$ cat config.mk
export PLATFORM = sky130hd
export DESIGN_NAME = car_presence_detector_flat
export DESIGN_NICKNAME = d
export VERILOG_FILES = /design/src/rtl/car_presence_detector_if.sv /design/src/rtl/car_presence_detector.sv /design/src/flat_wrapper.sv
export SDC_FILE = /design/constraint.sdc
export NUM_CORES = 1
export LEC_CHECK = 0
export CORE_MARGIN = 2
export CORE_UTILIZATION = 55
export DETAILED_ROUTE_END_ITERATION = 6
export PLACE_DENSITY = 0.81
export SLEW_MARGIN = 20
export SYNTH_ARGS = -nofsm -noshare
export SYNTH_HDL_FRONTEND = slang
export SYNTH_SLANG_ARGS = --single-unit
$ cat constraint.sdc
create_clock -name clock -period 3.2 [get_ports clock]
set_clock_uncertainty 0.05 [all_clocks]
set_input_delay 0.64 -clock clock [delete_from_list [all_inputs] [get_ports clock]]
set_output_delay 0.64 -clock clock [all_outputs]
set_load 0.01 [all_outputs]
$ cat src/rtl/car_presence_detector_if.sv
// Signal bundle between the loop-sensor front end and car_presence_detector.
// No valid/ready handshake: sensor_raw is a free-running level and arrival is a one-cycle strobe.
interface car_presence_detector_if #(
   parameter int CNT_W = 8
);
   logic             sensor_raw;
   logic             X;
   logic             arrival;
   logic [CNT_W-1:0] car_count;
   logic [1:0]       state_dbg;

   modport master (
      output sensor_raw,
      input  X,
      input  arrival,
      input  car_count,
      input  state_dbg
   );

   modport slave (
      input  sensor_raw,
      output X,
      output arrival,
      output car_count,
      output state_dbg
   );
endinterface

$ cat src/rtl/car_presence_detector.sv
// Synchronises and debounces the loop sensor into a registered car-present flag,
// bridging short dropouts and counting qualified arrivals (saturating).
module car_presence_detector #(
   parameter int DEBOUNCE = 3,
   parameter int HOLD     = 4,
   parameter int CNT_W    = 8
) (
   input  logic                   clock,
   input  logic                   clear,
   car_presence_detector_if.slave bus
);
   typedef enum logic [1:0] {IDLE, QUALIFY, PRESENT, RELEASE} state_t;

   localparam logic [3:0]       DEB_LAST  = 4'(DEBOUNCE - 1);
   localparam logic [3:0]       HOLD_LAST = 4'(HOLD - 1);
   localparam logic [CNT_W-1:0] CNT_MAX   = '1;

   logic             s1, s2;
   state_t           state;
   logic [3:0]       run;
   logic             x_q, arrival_q;
   logic [CNT_W-1:0] count_q;
   logic [CNT_W-1:0] count_inc;

   assign count_inc = (count_q == CNT_MAX) ? count_q : count_q + 1'b1;

   always_ff @(posedge clock) begin
      if (!clear) begin
         s1        <= 1'b0;
         s2        <= 1'b0;
         state     <= IDLE;
         run       <= 4'd0;
         x_q       <= 1'b0;
         arrival_q <= 1'b0;
         count_q   <= '0;
      end else begin
         s1        <= bus.sensor_raw;
         s2        <= s1;
         arrival_q <= 1'b0;
         case (state)
            IDLE: begin
               if (s2) begin
                  if (DEBOUNCE == 1) begin
                     state     <= PRESENT;
                     x_q       <= 1'b1;
                     arrival_q <= 1'b1;
                     count_q   <= count_inc;
                  end else begin
                     state <= QUALIFY;
                     run   <= 4'd1;
                  end
               end
            end
            QUALIFY: begin
               // A single low sample throws away the partial qualification.
               if (!s2) begin
                  state <= IDLE;
                  run   <= 4'd0;
               end else if (run == DEB_LAST) begin
                  state     <= PRESENT;
                  run       <= 4'd0;
                  x_q       <= 1'b1;
                  arrival_q <= 1'b1;
                  count_q   <= count_inc;
               end else begin
                  run <= run + 4'd1;
               end
            end
            PRESENT: begin
               if (!s2) begin
                  if (HOLD == 1) begin
                     state <= IDLE;
                     x_q   <= 1'b0;
                  end else begin
                     state <= RELEASE;
                     run   <= 4'd1;
                  end
               end
            end
            RELEASE: begin
               // Sensor returning during the hold is the same car: no arrival.
               if (s2) begin
                  state <= PRESENT;
                  run   <= 4'd0;
               end else if (run == HOLD_LAST) begin
                  state <= IDLE;
                  run   <= 4'd0;
                  x_q   <= 1'b0;
               end else begin
                  run <= run + 4'd1;
               end
            end
            default: begin
               state <= IDLE;
               run   <= 4'd0;
               x_q   <= 1'b0;
            end
         endcase
      end
   end

   assign bus.X         = x_q;
   assign bus.arrival   = arrival_q;
   assign bus.car_count = count_q;
   assign bus.state_dbg = state;
endmodule
$ cat src/flat_wrapper.sv
// flat-port wrapper written by rule: the top's interface ports become plain ports
module car_presence_detector_flat 
#(
   parameter int DEBOUNCE = 3,
   parameter int HOLD     = 4,
   parameter int CNT_W    = 8
)
  (clock, clear, bus_sensor_raw, bus_X, bus_arrival, bus_car_count, bus_state_dbg);
  car_presence_detector_if #(.CNT_W(CNT_W)) bus_i ();
  input  logic clock;
  input  logic clear;
  input wire logic [$bits(bus_i.sensor_raw)-1:0] bus_sensor_raw;
  output wire logic [$bits(bus_i.X)-1:0] bus_X;
  output wire logic [$bits(bus_i.arrival)-1:0] bus_arrival;
  output wire logic [$bits(bus_i.car_count)-1:0] bus_car_count;
  output wire logic [$bits(bus_i.state_dbg)-1:0] bus_state_dbg;
  assign bus_i.sensor_raw = bus_sensor_raw;
  assign bus_X = bus_i.X;
  assign bus_arrival = bus_i.arrival;
  assign bus_car_count = bus_i.car_count;
  assign bus_state_dbg = bus_i.state_dbg;
  car_presence_detector #(.DEBOUNCE(DEBOUNCE), .HOLD(HOLD), .CNT_W(CNT_W)) u_core (.clock(clock), .clear(clear), .bus(bus_i));
endmodule
==> Word-level counts from Yosys, hierarchy flattened <==
Index checks and enable logic that the tools add are counted.
{ "word_totals": {"reg_bits": 18, "out_inout_bits": 12, "elab_cells": 51} }
{ "op_classes": {"addsub": 2, "n_eq_ne": 14, "mux": 20, "bitwise": 1, "reduce_logical": 7} }
{ "ops": {"columns": ["cell", "n"], "rows": [
  ["4-bit two-way mux", 6],
  ["4-bit one-hot mux with 4 select lines", 1],
  ["2-bit two-way mux", 6],
  ["8-bit by 1-bit adder with 8-bit output, second input constant", 1],
  ["4-bit by 2-bit equality test with 1-bit output, second input constant", 2],
  ["8-bit equality test, second input constant", 1],
  ["2-bit by 1-bit inequality test with 1-bit output, second input constant", 4],
  ["2-bit one-hot mux with 4 select lines", 1],
  ["4-bit AND reduction", 2],
  ["1-bit two-way mux", 5],
  ["5-bit AND reduction", 1],
  ["4-bit by 1-bit adder with 4-bit output, second input constant", 1],
  ["2-bit equality test, second input constant", 2],
  ["2-bit inequality test, second input constant", 2],
  ["3-bit by 1-bit inequality test with 1-bit output, second input constant", 1],
  ["3-bit inequality test, second input constant", 1],
  ["3-bit AND reduction", 1],
  ["2-bit by 1-bit equality test with 1-bit output, second input constant", 1],
  ["2-bit zero test", 1],
  ["1-bit one-hot mux with 2 select lines", 1],
  ["2-bit AND reduction", 1],
  ["2-bit nonzero test", 1],
  ["1-bit NOT", 1]
]} }

==> Logic depth before layout (Yosys ltp) <==
{ "logic_depth": {"depth_word": 4, "mapped_depth": 6, "mapped_depth_nobuf": 6} }

==> Least setup slack after synthesis <==
No wires, ideal clock.
{ "synth_path": {"kind": "register to register", "startpoint": "register u_core.run[0]", "endpoint": "register u_core.run[2]", "setup_time_ns": 0.120, "arrival_ns": 1.276, "required_time_ns": 3.030, "slack_ns": 1.754, "stages_incl_launch_ff": 7, "n_path_buf": 0, "synth_period_minus_slack_ns": 1.446, "path_cell_list": "dfxtp_1 > inv_1 > ha_1 > mux2i_1 > nor3_1 > nor4b_1 > o31a_1"} }
{ "synth_via": {"elab_chain_len": 4, "elab_cells_between_ends": 8} }
{ "synth_lines": {"columns": ["item", "line", "source"], "rows": [
  ["start, declared", "car_presence_detector.sv:20", "logic [3:0] run;"],
  ["start signal, assigned", "car_presence_detector.sv:66", "run <= run + 4'd1;"],
  ["start signal, assigned", "car_presence_detector.sv:90", "run <= run + 4'd1;"],
  ["4-bit by 1-bit adder with 4-bit output, or another cell as far along", "car_presence_detector.sv:66, car_presence_detector.sv:90", null],
  ["4-bit two-way mux, on equally long branches", "car_presence_detector.sv:85, car_presence_detector.sv:59", null],
  ["4-bit two-way mux, on equally long branches", "car_presence_detector.sv:82, car_presence_detector.sv:56", null],
  ["4-bit one-hot mux with 4 select lines *", "car_presence_detector.sv:40", "case (state)"]
]} }
Mark *: on every way between the ends. The rest lies on a longest branch, timed or not.
A chain may end at the register's enable or synchronous reset.

==> Final worst setup path <==
{ "layout_path": {"startpoint": "register u_core.state[0] (netlist: u_core.bus.state_dbg[0])", "endpoint": "output port bus_state_dbg[0]"} }
{ "layout_rtl": {"columns": ["item", "line", "source"], "rows": [
  ["start, declared", "car_presence_detector.sv:19", "state_t state;"],
  ["start signal, assigned", "car_presence_detector.sv:31", "state <= IDLE;"],
  ["start signal, assigned", "car_presence_detector.sv:44", "state <= PRESENT;"],
  ["start signal, assigned", "car_presence_detector.sv:49", "state <= QUALIFY;"],
  ["end, declared", "flat_wrapper.sv:16", "output wire logic [$bits(bus_i.state_dbg)-1:0] bus_state_dbg;"]
]} }
No word-level cell between the ends.

==> qor.yml <==
run_status:
  status: "finished clean"
timing:
  hold_viol: 0
  rsz0062_at_grt: "false"
  fmax_mhz: 455
  finalWorstSetupSlack_ps: 1000
  finalSetupTns_ps: 0
  layout_min_cycle_time_ps: 2200
  slew_viol_final: 0
  fin_crit_sh_pct: 68.7
  worst_pin_slew_ps: 518
  slew-limit-headroom_pct: 65.3
  setup_viol: 0
worst_hold_path:
  holdPathStages: 1
  min_from: "u_core.s1"
  hp-class: "flop to flop"
  hold_end: "u_core.s2"
clocking:
  cts_tree: "done"
  htreeDepth: 1
  root_buffer: "clkbuf_4"
  cts_sinks: 18
  ctsLongestPathBuffers: 2
  cts_buffers: 3
  worst_skew_pair.late_latency_ps: 300
  post_cts_resized: 0
  clkTransAtPathRegs_ps: 110
  holdBufCountCts: 0
  post-cts-setup-buffer-count: 0
global_routing:
  grt-busiest-layer: "met2"
  grt-ovfl-total: 0
  grt_util_met3_pct: 7.20
  grt_max_degree: 17
  met1_usage_pct: 27.4
  track_usage_pct: 20.5
  grt_first_pass_wirelength_mm: 3.02
  antenna_found_initial: 0
  met2_usage_pct: 31.7
  grt_pass1_vias: 672
floorplan:
  die_w_um: 45.1
  core_region_area_um2: 1540
  dieArea_um2: 2030
  num_io_pins: 15
  rows: 14
  die_y_um: 45.1
  initial_core_util_pct: 60.2
layout:
  finalNonFillerCells: 132
  diodes: 0
  design_area_um2: 1110
  area_delta_synth_final_pct: 19.4
  drive_gt1_share_pct: 10.3
  nets: 123
drt:
  dr_total_vias: 798
  drt_first_pass_iters: 4
  drt_wl_total_mm: 1.85
  drc_errors: 0
  vias_per_cell: 6.05
  ant_nets: 0
  drtIter0Drc: 10
  wl_per_cell_um: 14.0
yosys:
  synth_seq_area_share_pct: 38.8
  synth_area_um2: 928
  avgSynthCellArea_um2: 9.19
  ys_ff_latch: 18
  synthesis.instances: 101
  syn_nets: 107
  ys_warn_count: 0
  yosys.cell_types.count: 37
critical_path:
  critPathMaxFanout: 13
  criticalPathCategory: "flop to output port"
  r2r-end: "u_core.run[2]"
  cp-end-kind: "output port"
  reg2reg_depth: 5
  r2r_slack_ps: 1540
  arrival_ps: 1510
  path_delay_family: "buffers and inverters"
  required_ps: 2510
  cp_slowest_cell: "clkdlybuf4s50_1"
  timing.rr.start: "u_core.run[0]"
  cpPeakStageDelay_ps: 620
  cp-start-kind: "flop"
  cp_num_buf_inv: 1
  cp_cell_sequence: "clkdlybuf4s50_1"
power:
  power_leakage_nw: 0.420
  power_density_nw_per_um2: 355
  peakVddDrop_mv: 0.455
  p_total_mw: 0.393
place:
  dp_cells: 128
  io_buffers: 14
  dp_hpwl_mm: 1.34
  post_dp_cell_area_um2: 1070
  gp_congestion: 0.825
  dp_slack_ps: 1180
job:
  max-cap-violations: 0
==> power breakdown <==
group	total, mW	switching, mW	internal, mW
clock	0.144	0.0741	0.0694
sequential	0.231	0.00382	0.227
combinational	0.0187	0.00934	0.00940
==> Yosys cell counts (all sizes together) <==
cell	instances	area share (%)
o211a	4	4.3
or2b	1	0.81
and4b	1	1.2
and2	3	2.0
nand2	12	5.1
nor4b	1	0.94
dfxtp	18	39
nand3	5	2.7
nor2	3	1.2
a21oi	5	2.7
or3	1	0.67
a31oi	2	1.3
nor3b	3	2.4
nand4b	3	2.8
nand4	1	0.67
o21a	1	0.81
o21ai	6	3.2
and4	1	0.94
ha	3	4.0
xor2	1	1.8
a211oi	1	0.81
or3b	1	0.94
inv	5	2.0
nor4bb	1	1.1
buf	2	1.3
o31a	1	0.94
nand4bb	2	4.2
and3	2	1.5
clkbuf	1	0.40
nand2b	1	0.67
mux2i	3	3.2
nor3	6	4.3
==> metrics by stage <==
stage / hold WS, ps / util, %
finish: 381 / 71.9
global route: 405 / 71.9
CTS: 390 / 71.9
detailed placement: 369 / 69.6
global placement: 367 / 69.6
floorplan: 362 / -
==> worst max-delay path by stage <==
| stage | end | slack (ps) | from | cells after the start |
|---|---|---|---|---|
| 2_1_floorplan | u_core.run[2] | 1750 | u_core.run[0] | 6 |
| 3_3_place_gp | u_core.bus.arrival | 1250 | clear | 3 |
| 3_5_place_dp | u_core.bus.car_count[7] | 1180 | clear | 3 |
| 4_1_cts | bus_state_dbg[0] | 990 | u_core.bus.state_dbg[0] | 1 |
| 5_1_grt | bus_state_dbg[0] | 890 | u_core.bus.state_dbg[0] | 1 |
| 6_report | bus_state_dbg[0] | 1000 | u_core.bus.state_dbg[0] | 1 |
==> registers in the layout (all words and copies together) (netlist names), named ones only <==
register and cells:
u_core.run 4, u_core.bus.arrival 1, u_core.s1 1, u_core.bus.X 1, u_core.s2 1, u_core.bus.car_count 8, u_core.bus.state_dbg 1
==> layout make-up <==
type / count / area (um^2)
sequential: 18 / 360
timing repair buffer: 14 / 140
tap: 16 / 20.0
fill: 130 / 433
clock buffer: 4 / 36.3
multi-input combinational: 75 / 533
inverter: 5 / 18.8
==> layer usage <==
layer	part of all wire, %	vias to the layer above
li1	-	398
met1	48	381
met2	48	17
met3	3.7	2
met4	0.59	0
met5	0	-
==> cell usage in the layout (no fill, tap or decap), types with 2 or more instances in the layout <==
| cell type | Yosys | routed |
|---|---|---|
| dfxtp_1 | 18 | 18 |
| clkdlybuf4s50_1 | 0 | 14 |
| nand2_1 | 11 | 11 |
| o21ai_0 | 6 | 6 |
| inv_1 | 5 | 5 |
| a21oi_1 | 5 | 5 |
| nand3_1 | 5 | 5 |
| nor3_1 | 4 | 4 |
| o211a_1 | 4 | 4 |
| nor2_1 | 3 | 3 |
| mux2i_1 | 3 | 3 |
| nor3b_1 | 3 | 3 |
| and2_1 | 3 | 3 |
| nand4b_1 | 3 | 3 |
| ha_1 | 3 | 3 |
| clkbuf_4 | 0 | 3 |
| nor3_2 | 2 | 2 |
| a31oi_1 | 2 | 2 |
==> logic make-up (layout without fill, tap and decap cells) <==
family	after synthesis	count (layout)	synth area share (%)
buffers and inverters	8	23	3.77
XOR/XNOR	1	1	1.75
flip-flops	18	18	38.8
adder cells (fa/ha/maj)	3	3	4.04
multiplexers	3	3	3.23
AO/OA/AOI/OAI	20	20	14.2
AND/OR/NAND/NOR	48	48	34.2
No activity file was read; power rests on OpenSTA's default activity.
